## src/rtl/mem_txn_monitor.sv

```systemverilog
// Passive transaction monitor for one processor memory port: completion strobes for the shadow-memory
// checker plus sticky protocol/timeout flags. Optional stability check: MEM_MON_STABILITY_CHECK_EN.
module mem_txn_monitor #(
   parameter int unsigned TIMEOUT_CYCLES = 1024,
   parameter int unsigned CNT_WIDTH      = 32
) (
   input  logic                 clk,
   input  logic                 rst_n,
   input  logic                 mem_read,
   input  logic                 mem_write,
   input  logic [31:0]          mem_address,
   input  logic [3:0]           mem_byte_enable,
   input  logic [31:0]          mem_wdata,
   input  logic                 mem_resp,
   input  logic [31:0]          mem_rdata,
   output logic                 chk_valid,
   output logic                 chk_write,
   output logic [31:0]          chk_addr,
   output logic [31:0]          chk_rdata,
   output logic [3:0]           chk_wmask,
   output logic [31:0]          chk_wdata,
   output logic                 protocol_error,
   output logic                 timeout,
   output logic [CNT_WIDTH-1:0] txn_count
);

   typedef enum logic [1:0] {
      IDLE    = 2'd0,
      PEND_RD = 2'd1,
      PEND_WR = 2'd2
   } state_t;

   localparam logic [15:0] TIMEOUT_LIMIT = TIMEOUT_CYCLES[15:0];

   state_t                 state_r;
   state_t                 state_nxt_s;
   logic [15:0]            wait_cnt_r;
   logic [15:0]            wait_cnt_nxt_s;
   logic [31:0]            lat_addr_r;
   logic [3:0]             lat_be_r;
   logic [31:0]            lat_wdata_r;

   logic                   capture_s;
   logic                   done_rd_s;
   logic                   done_wr_s;
   logic                   proto_err_s;
   logic                   tmo_s;
   logic                   stab_err_s;
   logic                   req_held_s;

   logic [31:0]            src_addr_s;
   logic [3:0]             src_be_s;
   logic [31:0]            src_wdata_s;

   logic                   chk_valid_nxt_s;
   logic                   chk_write_nxt_s;
   logic [31:0]            chk_addr_nxt_s;
   logic [31:0]            chk_rdata_nxt_s;
   logic [3:0]             chk_wmask_nxt_s;
   logic [31:0]            chk_wdata_nxt_s;
   logic                   protocol_error_nxt_s;
   logic                   timeout_nxt_s;
   logic [CNT_WIDTH-1:0]   txn_count_nxt_s;

   // The pending request counts as held only while its own type is still asserted.
   assign req_held_s = (state_r == PEND_RD) ? mem_read : mem_write;

   // FSM state and wait-counter register
   always_ff @(posedge clk or negedge rst_n) begin
      if (!rst_n) begin
         state_r    <= IDLE;
         wait_cnt_r <= 16'd0;
      end else begin
         state_r    <= state_nxt_s;
         wait_cnt_r <= wait_cnt_nxt_s;
      end
   end

   // Next-state, completion, error and timeout decode
   always_comb begin
      state_nxt_s    = state_r;
      wait_cnt_nxt_s = wait_cnt_r;
      capture_s      = 1'b0;
      done_rd_s      = 1'b0;
      done_wr_s      = 1'b0;
      proto_err_s    = 1'b0;
      tmo_s          = 1'b0;
      case (state_r)
         IDLE: begin
            if (mem_read && mem_write) begin
               proto_err_s = 1'b1;
            end else if (mem_read || mem_write) begin
               capture_s      = 1'b1;
               wait_cnt_nxt_s = 16'd0;
               if (mem_resp) begin
                  done_rd_s = mem_read;
                  done_wr_s = mem_write;
               end else begin
                  state_nxt_s = mem_read ? PEND_RD : PEND_WR;
               end
            end else begin
               proto_err_s = mem_resp;
            end
         end
         PEND_RD, PEND_WR: begin
            // Both request lines high is illegal everywhere; the pending context is left untouched.
            if (mem_read && mem_write) begin
               proto_err_s = 1'b1;
            end else if (mem_resp) begin
               done_rd_s   = (state_r == PEND_RD);
               done_wr_s   = (state_r == PEND_WR);
               state_nxt_s = IDLE;
            end else if (!req_held_s) begin
               proto_err_s = 1'b1;
               state_nxt_s = IDLE;
            end else if (wait_cnt_r == TIMEOUT_LIMIT) begin
               tmo_s       = 1'b1;
               state_nxt_s = IDLE;
            end else begin
               wait_cnt_nxt_s = wait_cnt_r + 16'd1;
            end
         end
         default: begin
            state_nxt_s = IDLE;
         end
      endcase
   end

`ifdef MEM_MON_STABILITY_CHECK_EN
   // Request fields must not move while the transaction is outstanding
   always_comb begin
      stab_err_s = 1'b0;
      if (state_r == PEND_RD) begin
         stab_err_s = (mem_address != lat_addr_r);
      end else if (state_r == PEND_WR) begin
         stab_err_s = (mem_address != lat_addr_r) || (mem_byte_enable != lat_be_r) ||
                      (mem_wdata != lat_wdata_r);
      end else begin
         stab_err_s = 1'b0;
      end
   end
`else
   assign stab_err_s = 1'b0;
`endif

   // Request latch, loaded on capture from IDLE
   always_ff @(posedge clk or negedge rst_n) begin
      if (!rst_n) begin
         lat_addr_r  <= 32'h0000_0000;
         lat_be_r    <= 4'h0;
         lat_wdata_r <= 32'h0000_0000;
      end else if (capture_s) begin
         lat_addr_r  <= mem_address;
         lat_be_r    <= mem_byte_enable;
         lat_wdata_r <= mem_wdata;
      end else begin
         lat_addr_r  <= lat_addr_r;
         lat_be_r    <= lat_be_r;
         lat_wdata_r <= lat_wdata_r;
      end
   end

   // Zero-wait completions happen in IDLE, before the latch holds the request.
   assign src_addr_s  = (state_r == IDLE) ? mem_address     : lat_addr_r;
   assign src_be_s    = (state_r == IDLE) ? mem_byte_enable : lat_be_r;
   assign src_wdata_s = (state_r == IDLE) ? mem_wdata       : lat_wdata_r;

   // Next values of the registered checker outputs
   always_comb begin
      chk_valid_nxt_s      = done_rd_s;
      chk_write_nxt_s      = done_wr_s;
      chk_addr_nxt_s       = chk_addr;
      chk_rdata_nxt_s      = chk_rdata;
      chk_wmask_nxt_s      = chk_wmask;
      chk_wdata_nxt_s      = chk_wdata;
      txn_count_nxt_s      = txn_count;
      protocol_error_nxt_s = protocol_error | proto_err_s | stab_err_s;
      timeout_nxt_s        = timeout | tmo_s;
      if (done_rd_s || done_wr_s) begin
         chk_addr_nxt_s  = src_addr_s & 32'hFFFF_FFFC;
         txn_count_nxt_s = txn_count + {{(CNT_WIDTH-1){1'b0}}, 1'b1};
      end else begin
         chk_addr_nxt_s  = chk_addr;
         txn_count_nxt_s = txn_count;
      end
      if (done_rd_s) begin
         chk_rdata_nxt_s = mem_rdata;
      end else begin
         chk_rdata_nxt_s = chk_rdata;
      end
      if (done_wr_s) begin
         chk_wmask_nxt_s = src_be_s;
         chk_wdata_nxt_s = src_wdata_s;
      end else begin
         chk_wmask_nxt_s = chk_wmask;
         chk_wdata_nxt_s = chk_wdata;
      end
   end

   // Registered checker outputs and sticky flags
   always_ff @(posedge clk or negedge rst_n) begin
      if (!rst_n) begin
         chk_valid      <= 1'b0;
         chk_write      <= 1'b0;
         chk_addr       <= 32'h0000_0000;
         chk_rdata      <= 32'h0000_0000;
         chk_wmask      <= 4'h0;
         chk_wdata      <= 32'h0000_0000;
         protocol_error <= 1'b0;
         timeout        <= 1'b0;
         txn_count      <= {CNT_WIDTH{1'b0}};
      end else begin
         chk_valid      <= chk_valid_nxt_s;
         chk_write      <= chk_write_nxt_s;
         chk_addr       <= chk_addr_nxt_s;
         chk_rdata      <= chk_rdata_nxt_s;
         chk_wmask      <= chk_wmask_nxt_s;
         chk_wdata      <= chk_wdata_nxt_s;
         protocol_error <= protocol_error_nxt_s;
         timeout        <= timeout_nxt_s;
         txn_count      <= txn_count_nxt_s;
      end
   end

endmodule

```

## config.mk

```make
export PLATFORM = sky130hd
export DESIGN_NAME = mem_txn_monitor
export DESIGN_NICKNAME = d
export VERILOG_FILES = /design/src/rtl/mem_txn_monitor.sv
export SDC_FILE = /design/constraint.sdc
export NUM_CORES = 1
export LEC_CHECK = 0
export BUFFER_PORTS_ARGS = -buffer_cell sky130_fd_sc_hd__buf_2
export CAP_MARGIN = 10
export CORE_ASPECT_RATIO = 2
export CORE_UTILIZATION = 53
export DETAILED_ROUTE_END_ITERATION = 12
export HOLD_SLACK_MARGIN = 0.15
export PLACE_DENSITY = 0.8
export SYNTH_ARGS = -nofsm -noshare
export SYNTH_HDL_FRONTEND = slang
export SYNTH_SLANG_ARGS = --single-unit
```

## constraint.sdc

```tcl
create_clock -name clk -period 2.9 [get_ports clk]
set_clock_uncertainty 0.1 [all_clocks]
set_input_delay 0.58 -clock clk [delete_from_list [all_inputs] [get_ports clk]]
set_output_delay 0.58 -clock clk [all_outputs]
set_load 0.05 [all_outputs]
```

== After elaboration in Yosys (flattened, before gate mapping) ==
Index checks and enable logic that the tools add are counted.

* Add/subtract/negate cells: 2
* Equal/unequal tests: 11
* Bitwise logic cells: 2
* Reduce and logical (&&, ||, !) cells: 8
* Order comparisons: 0
* Shift-type cells: 0
* Multipliers: 0
* Multiplexer cells: 46
* Divide/modulo/power cells: 0

{| class="wikitable"
|+ Operators by type and width
! kind !! count
|-
| $mux W16 || 6
|-
| $mux W32 || 2
|-
| $add A32 B1 Y32 const B || 1
|-
| $pmux W16 S2 || 1
|-
| $mux W1 || 24
|-
| $add A16 B1 Y16 const B || 1
|-
| $eq A16 B11 Y1 const B || 1
|-
| $mux W2 || 8
|-
| $ne A2 B2 Y1 const B || 7
|-
| $reduce_and A7 Y1 || 1
|-
| $pmux W1 S2 || 3
|-
| $reduce_and A5 Y1 || 1
|-
| $mux W4 || 1
|-
| $ne A4 B4 Y1 const B || 1
|-
| $pmux W2 S2 || 1
|-
| $eq A2 B1 Y1 const B || 1
|-
| $eq A2 B2 Y1 const B || 1
|-
| $logic_not A2 Y1 || 1
|-
| $logic_or A1 B1 Y1 || 2
|-
| $or A1 B1 Y1 || 2
|-
| $reduce_bool A2 Y1 || 1
|-
| $reduce_or A2 Y1 || 1
|-
| $logic_and A1 B1 Y1 || 1
|}

* Output and inout bits: 136
* Bits of input ports: 105
* ROM bits: 0
* Latch bits: 0
* Memories kept: 0
* Memory bits (writable): 0
* Flip-flop bits (word level): 220

== Logic depth before layout (Yosys ltp) ==
Gate-level depths: netlist (run 1).

* Word-level depth: 7
* Gate-level depth with buffers: 8
* Depth with buffers taken out: 7

== Least setup slack after synthesis (run 1) ==
OpenSTA, ideal clock, no wires.

* Path kind: input to register
* From: input port mem_read
* To: register txn_count[12]
* Required time: 2.658 ns
* Cell stages on the path: 8
* Arrival time: 1.834 ns
* Setup time: 0.142 ns
* Path buffers: 2
* Setup slack: 0.824 ns
* Cell sequence: ha_1 -> clkbuf_1 -> nor2_1 -> o311a_1 -> and2_1 -> buf_2 -> nand4_1 -> xnor2_1

* Cells in the longest elaborated chain, start to end: 5
* Elaborated cells between the ends (all ways): 12
* Those cells by class: mux (9); reduce/logical (3)

{| class="wikitable"
|+ Ends and longest elaborated chain
! what !! RTL line !! source
|-
| start, declared || 9 || <nowiki>input logic mem_read,</nowiki>
|-
| $mux W1 or $logic_or A1 B1 Y1 (tied branches) || 95, 92 ||
|-
| $mux W1 || 92 || <nowiki>end else if (mem_read || mem_write) begin</nowiki>
|-
| $mux W1 || 90 || <nowiki>if (mem_read && mem_write) begin</nowiki>
|-
| $pmux W1 S2 || 88 || <nowiki>case (state_r)</nowiki>
|-
| $logic_or A1 B1 Y1 * || 179 || <nowiki>if (done_rd_s || done_wr_s) begin</nowiki>
|-
| end signal, assigned || 211 || <nowiki>txn_count <= {CNT_WIDTH{1'b0}};</nowiki>
|-
| end signal, assigned || 221 || <nowiki>txn_count <= txn_count_nxt_s;</nowiki>
|-
| end, declared || 24 || <nowiki>output logic [CNT_WIDTH-1:0] txn_count</nowiki>
|}

Mark *: on every way between the ends. The rest lies on a longest branch, timed or not.
A chain may end at the register's enable or synchronous reset.

== Final worst setup path (run 1) ==
* From: register state_r[0]
* To: register txn_count[7]

* Cells in the longest elaborated chain, start to end: 5
* Elaborated cells between the ends (all ways): 11
* Those cells by class: eq/ne (2); mux (6); reduce/logical (3)

{| class="wikitable"
|+ Ends and longest elaborated chain
! what !! RTL line !! source
|-
| start, declared || 35 || <nowiki>state_t state_r;</nowiki>
|-
| start signal, assigned || 74 || <nowiki>state_r <= state_nxt_s;</nowiki>
|-
| $eq A2 B1 Y1 or $eq A2 B2 Y1 (tied branches) || 88, 110, 111 ||
|-
| $mux W1 || 109 || <nowiki>end else if (mem_resp) begin</nowiki>
|-
| $mux W1 || 107 || <nowiki>if (mem_read && mem_write) begin</nowiki>
|-
| $pmux W1 S2 || 88 ||
|-
| $logic_or A1 B1 Y1 * || 179 ||
|}

Marks and branches as above.

==> results.ini, run 1 <==
[outcome]
status = complete, no violations

[cells_and_area]
layout.area.seq_um2 = 5460
syn_to_final_growth_pct = 22.1
final_util_pct = 66.7
nets = 1187
drive_gt1_share_pct = 33.0
final_area_um2 = 11600
n_fill_cell = 1433
multi_input_area_um2 = 3780

[clocking]
post_cts_buffers = 0
clk_pin_slew_worst_paths_ns = 0.06
insertion_delay_ns = 0.49
cts_resized = 0
cts_tree = done
cts.sinks = 218
hold_buffers = 1
cts_buffer_depth = 3
htreeDepth = 1
cts-root-buf = clkbuf_16
cts-buffers-inserted = 20

[global_route]
grt_max_degree = 82
grt_pass1_vias = 7200
antenna_found_initial = 3
grt_util_all_layers_pct = 23.8
grt_pass1_wl_um = 34300
overflow = 0

[critical_path]
critPathRequiredTime_ns = 3.21
crit_chain = inv_1 -> ha_4 -> a22o_1 -> o311a_2 -> and2_1 -> nand4_1 -> xnor2_1
cp_slowest_cell = o311a_2
arrival_ns = 2.60
rrSetupSlack_ns = 0.61
critPathCaptureType = flop
r2r_end = txn_count[7]
reg2reg_from = state_r[0]
reg2regPathDepth = 7
critPathMaxFanout = 15
setup.worst_path.class = flop to flop
critical-path-max-stage-delay_ns = 0.48
critPathLaunchType = flop

[placement]
dp_hpwl_um = 15100
placed_cell_area_um2 = 10900
io_buffers = 236
dp_worst_setup_slack_ns = 0.410
place.gp.congestion = 0.871

[timing]
fmax_ghz = 0.437
fin_crit_ns = 2.29
relSlewSlack_pct = 56.2
rsz0062_at_grt = false
setup_violations = 0
finalHoldViolCount = 0
slew_viol_final = 0
timing.hold.ws_ns = 0.172
tightest_slew_ns = 0.639
setup-tns-final_ns = 0
setup_ws_ns = 0.610
period_share_pct = 79.0

[drt]
drc = 0
routed_wl_um = 21400
post_drt_wl_per_cell_um = 16.5
drt-initial-drc-count = 153
routed_via_density = 5.42
drtPass1Iterations = 5
vias = 7017
ant_nets = 0

[floorplanning]
design.core.area_um2 = 17400
pin_count = 241
start_util_pct = 54.6
core.rowCount = 68
die_w_um = 96.5
die_h_um = 191
die_area_um2 = 18400

[synth]
synth-main-ff-cell = dfrtp_1
synth_compound_area_share_pct = 5.73
yosysTopAreaCellShare_pct = 57.6
synth_area_um2 = 9480
synth_top_family_by_area = multiplexers
synth_edf_count = 0
ys_top_cells_by_count = dfrtp_1 (218), nand2_1 (118), nor2_1 (94)
synth_xor_area_share_pct = 3.51
synth.most_common_cell = dfrtp_1
ys_top_cells_by_area = dfrtp_1 (58%), mux2_2 (8.1%), mux2i_1 (7.3%)
syn-instance-count = 846
seq_area_frac_synth_pct = 57.6
synth_simple_gate_area_share_pct = 13.9
ys_types = 49
async_reset_ff_share_pct = 100
yosys_register_bits = 218
yosys.area.top_type = dfrtp_1
synth_fa_ha_area_share_pct = 1.19
yosysWarningCount = 0
synthMuxAreaShare_pct = 15.4
syn_avg_cell_area_um2 = 11.2

[min_path]
holdPathStages = 3
hold-path-endpoint = chk_rdata[14]
hp-class = input pin to flop
min_from = mem_rdata[14]

[job]
maxCapViolCount = 0

[power_and_ir_drop]
ir_drop_uv = 868
leakagePower_nw = 5.79
powerDensity_nw_per_um2 = 1230

==> metal layers <==
metal / global-route usage, % / up-vias / routed length, µm
met5: 0 / - / 0
met2: 42.7 / 204 / 11600
met1: 25.7 / 3400 / 7730
li1: - / 3340 / -
met4: 13.4 / 0 / 1140
met3: 3.90 / 73 / 909
==> cells by family (layout without fill, tap and decap cells) <==
| kind of cell | after synthesis | count (layout) |
|---|---|---|
| and+or+nand+nor | 289 | 289 |
| DFF | 218 | 218 |
| AOI/OAI and AO/OA | 97 | 97 |
| xor gates and xnor gates | 38 | 38 |
| adders and majority gates | 9 | 9 |
| buffers and inverters | 57 | 293 |
| other | 1 | 4 |
| muxes | 137 | 137 |
==> state kept, by name, summed over array words and instances, names as in the netlist <==
register        count
lat_addr_r         30
chk_wdata          32
state_r             2
txn_count          32
chk_addr           30
chk_valid           1
chk_rdata          32
chk_write           1
lat_be_r            4
wait_cnt_r         16
lat_wdata_r        32
chk_wmask           4
timeout             1
protocol_error      1
==> placed cells by master, fill, tap and decap left out, drive strengths merged, types with 3 or more instances in the layout <==
| cell | Yosys | layout |
|---|---|---|
| nor3 | 10 | 10 |
| mux2 | 68 | 68 |
| and4 | 3 | 3 |
| inv | 14 | 14 |
| nand4 | 19 | 19 |
| nor2 | 95 | 95 |
| and2 | 4 | 4 |
| buf | 31 | 245 |
| a21o | 3 | 3 |
| xnor2 | 22 | 22 |
| o21ai | 12 | 12 |
| nand2 | 118 | 118 |
| clkinv | 0 | 4 |
| ha | 9 | 9 |
| dfrtp | 218 | 218 |
| a21oi | 69 | 69 |
| nand3 | 19 | 19 |
| mux2i | 69 | 69 |
| and3 | 8 | 8 |
| clkbuf | 12 | 27 |
| xor2 | 16 | 16 |
==> power by group <==
| group | leakage (nW) | total [mW] | internal (mW) | switching [mW] |
|---|---|---|---|---|
| sequential | 2.63 | 4.87 | 4.25 | 0.624 |
| clock | 0.327 | 2.67 | 1.56 | 1.11 |
| combinational | 2.83 | 6.64 | 2.06 | 4.58 |
| total | 5.79 | 14.2 | 7.88 | 6.31 |
==> critical path: cells and delay by family (launching register included) <==
family	cells	cell delay, ns
xor+xnor	1	0.13
simple gates	2	0.44
buf+inv	1	0.14
fa+ha+maj	1	0.28
compound gates	2	0.71
flops	1	0.40
==> metrics by stage <==
stage,total power [mW],cells
CTS,14.3,1293
floorplan,9.94,847
finish,14.2,1295
global placement,11.4,1260
detailed placement,11.6,1260
global route,15.0,1295
==> how the worst max path moves through the flow <==
stage,slack (ns),to,cells past startpoint,from
floorplan,0.82,txn_count[12],8,mem_read
global placement,0.45,txn_count[12],7,mem_read
detailed placement,0.41,txn_count[20],7,mem_read
CTS,0.59,txn_count[7],7,state_r[0]
global route,0.50,txn_count[12],7,state_r[0]
finish,0.61,txn_count[7],7,state_r[0]
==> final cells by class <==
| class | instances | share of cell area [%] |
|---|---|---|
| Sequential cell | 218 | 47.1 |
| Multi-Input combinational cell | 572 | 32.7 |
| Timing Repair Buffer | 247 | 11.8 |
| Clock buffer | 26 | 4.96 |
| Tap cell | 210 | 2.27 |
| Clock inverter | 6 | 0.692 |
| Inverter | 14 | 0.454 |
| Antenna cell | 2 | 0.0432 |
Note: power is estimated with default switching activity, not from simulation.
==> run 2, diff against run 1 <==
--- a/config.mk
+++ b/config.mk
@@ -8,10 +8,10 @@
 export BUFFER_PORTS_ARGS = -buffer_cell sky130_fd_sc_hd__buf_2
 export CAP_MARGIN = 10
 export CORE_ASPECT_RATIO = 2
-export CORE_UTILIZATION = 53
+export CORE_UTILIZATION = 48
 export DETAILED_ROUTE_END_ITERATION = 12
 export HOLD_SLACK_MARGIN = 0.15
-export PLACE_DENSITY = 0.8
+export PLACE_DENSITY = 0.76
 export SYNTH_ARGS = -nofsm -noshare
 export SYNTH_HDL_FRONTEND = slang
 export SYNTH_SLANG_ARGS = --single-unit
==> constraint.sdc (replaced) <==
create_clock -name clk -period 1.9 [get_ports clk]
set_clock_uncertainty 0.1 [all_clocks]
set_input_delay 0.38 -clock clk [delete_from_list [all_inputs] [get_ports clk]]
set_output_delay 0.38 -clock clk [all_outputs]
set_load 0.05 [all_outputs]
==> results.ini, run 2 (synthesis results as in run 1) <==
[outcome]
status = complete, but fails checks
violations = negative setup slack

[timing]
tightest_slew_ns = 0.802  ; +0.163 ns
rsz0062_at_grt = true
slew_viol_final = 0  ; unchanged
timing.hold.ws_ns = 0.217  ; +0.0453 ns
finalHoldViolCount = 0  ; unchanged
setup_violations = 74  ; +74
fmax_ghz = 0.492  ; +13%
fin_crit_ns = 2.03  ; -0.256 ns
setup_ws_ns = -0.134  ; -0.744 ns
period_share_pct = 107  ; +28 points
setup-tns-final_ns = -3.79  ; -3.79 ns
relSlewSlack_pct = 46.5  ; -9.7 points

[cells_and_area]
final_area_um2 = 13700  ; +19%
layout_commonest_cell = buf_2
nets = 1343  ; +13%
syn_to_final_growth_pct = 44.9
fin_cells = 1503  ; +16%
final_cell_mix = buf_2 (235), dfrtp_1 (215), nand2_1 (109)
n_fill_cell = 1349  ; -5.9%
final_util_pct = 70.9  ; +4.2 points
drive_gt1_share_pct = 41.5  ; +8.5 points

[power_and_ir_drop]
p_comb_share_pct = 50.0  ; +3.2 points
clkPwrFrac_pct = 18.0  ; -0.8 points
powerDensity_nw_per_um2 = 1750  ; +42%
p_sw_share_pct = 44.7  ; +0.23 points
leakagePower_nw = 6.68  ; +15%
p_int_mw = 13.3  ; +68%
seqPwrFrac_pct = 32.0  ; -2.4 points
ir_drop_uv = 1170  ; +34%
p_switching_mw = 10.7  ; +70%
fin_total_pwr_mw = 24.0  ; +69%

[drt]
drtPass1Iterations = 4  ; -1
routed_via_density = 5.28  ; -2.6%
drc = 0  ; unchanged
vias = 7932  ; +13%
drt-initial-drc-count = 269  ; +76%
routed_wl_um = 27200  ; +27%
ant_nets = 0  ; unchanged
post_drt_wl_per_cell_um = 18.1  ; +9.4%

[placement]
dp_worst_setup_slack_ns = -0.221  ; -0.631 ns
place.gp.congestion = 0.893  ; +2.5%
post-place-cells = 1356  ; +7.6%
dp_hpwl_um = 16700  ; +11%
io_buffers = 236  ; unchanged
placed_cell_area_um2 = 11400  ; +4.6%

[clocking]
cts_buffer_depth = 3  ; unchanged
cts-root-buf = clkbuf_16
cts.sinks = 218  ; unchanged
insertion_delay_ns = 0.49  ; about the same
cts_tree = done
clk_pin_slew_worst_paths_ns = 0.06  ; about the same
htreeDepth = 1  ; unchanged
cts-buffers-inserted = 20  ; unchanged

[job]
maxCapViolCount = 0  ; unchanged

[critical_path]
setup.worst_path.class = flop to flop
crit_chain = inv_2 -> ha_4 -> a22o_4 -> o311a_4 -> buf_12 -> buf_12 -> nor2_2 -> a21oi_1
critical-path-max-stage-delay_ns = 0.40  ; -0.08 ns
cp_slowest_cell = dfrtp_1
critPathLaunchType = flop
critPathRequiredTime_ns = 2.16  ; -1.05 ns
critPathMaxFanout = 14  ; -1
arrival_ns = 2.30  ; -0.30 ns
critPathCaptureType = flop
critPathMostFrequentCell = buf_12

[global_route]
antenna_found_initial = 2  ; -1
grt_max_degree = 61  ; -26%
overflow = 0  ; unchanged
grt_util_all_layers_pct = 26.3  ; +2.5 points
grt_pass1_wl_um = 41400  ; +21%
grt_pass1_vias = 8444  ; +17%

[floorplanning]
design.core.area_um2 = 19400  ; +12%
pin_count = 241  ; unchanged
die_w_um = 101  ; +5.0%
die_h_um = 201  ; +5.0%
start_util_pct = 48.9  ; -5.7 points
core.rowCount = 72  ; +5.9%
die_area_um2 = 20300  ; +10%

[min_path]
hp-class = input pin to flop

==> run 2: cell types whose count changed in the layout (fill, tap and decap cells not counted), sizes merged <==
cell | before | now
bufinv | 2 | 3
clkinvlp | 0 | 1
inv | 14 | 15
clkbuf | 27 | 30
dlygate4sd3 | 1 | 99
buf | 245 | 300
==> run 2: final timing paths <==
path / start / slack [ns] / cells after the start / endpoint
worst max-delay path: state_r[0] / -0.13 / 8 / chk_addr[7]
worst min-delay path: mem_read / 0.22 / 4 / state_r[0]
worst max register to register: state_r[0] / -0.13 / 8 / chk_addr[7]
worst min register to register: txn_count[31] / 0.37 / 1 / txn_count[31]
max in group asynchronous: rst_n / 0.85 / 3 / chk_rdata[1]
min in group asynchronous: rst_n / 0.24 / 2 / lat_addr_r[23]
==> run 2: critical path, delay by kind of cell, from the launching register on <==
family,cells,cell delay [ns]
AND/OR/NAND/NOR,1,0.11
buffers and inverters,3,0.42
flip-flops,1,0.40
AO/OA/AOI/OAI,3,0.64
adder cells (fa/ha/maj),1,0.23
==> run 2: area by class of cell <==
class,count,area (µm²),area share (%)
clock inverters,9,126,0.920
diodes,2,5.00,0.0364
well taps,259,324,2.36
multi-input cells,572,4220,30.8
clock buffers,26,574,4.18
repair buffers,403,2970,21.6
inverters,14,52.6,0.383
flip-flops and latches,218,5460,39.8
==> run 2: metal layers <==
layer,vias up,GRT usage [%],wire (µm)
li1,3664,-,-
met1,3926,27.7,9610
met2,242,47.6,15000
met3,100,3.93,990
met4,0,16.7,1560
met5,-,0,0
==> run 2: repair_timing <==
action	in CTS	in global routing
resized for setup	22	108
hold buffers	99	0
buffers inserted	5	1
endpoints found under the setup margin	93	128
cloned	0	5
endpoints found under the hold margin	378	0
pin swaps	5	21
==> run 2: power groups by stage <==
stage	Combinational (mW)	Sequential, mW	Clock (mW)
after floorplan	4.08	11.1	0
after global placement	10.6	7.45	0
after detailed placement	10.8	7.53	0
after CTS	11.2	7.48	4.38
after global routing	12.7	7.87	4.54
final	12.0	7.68	4.31
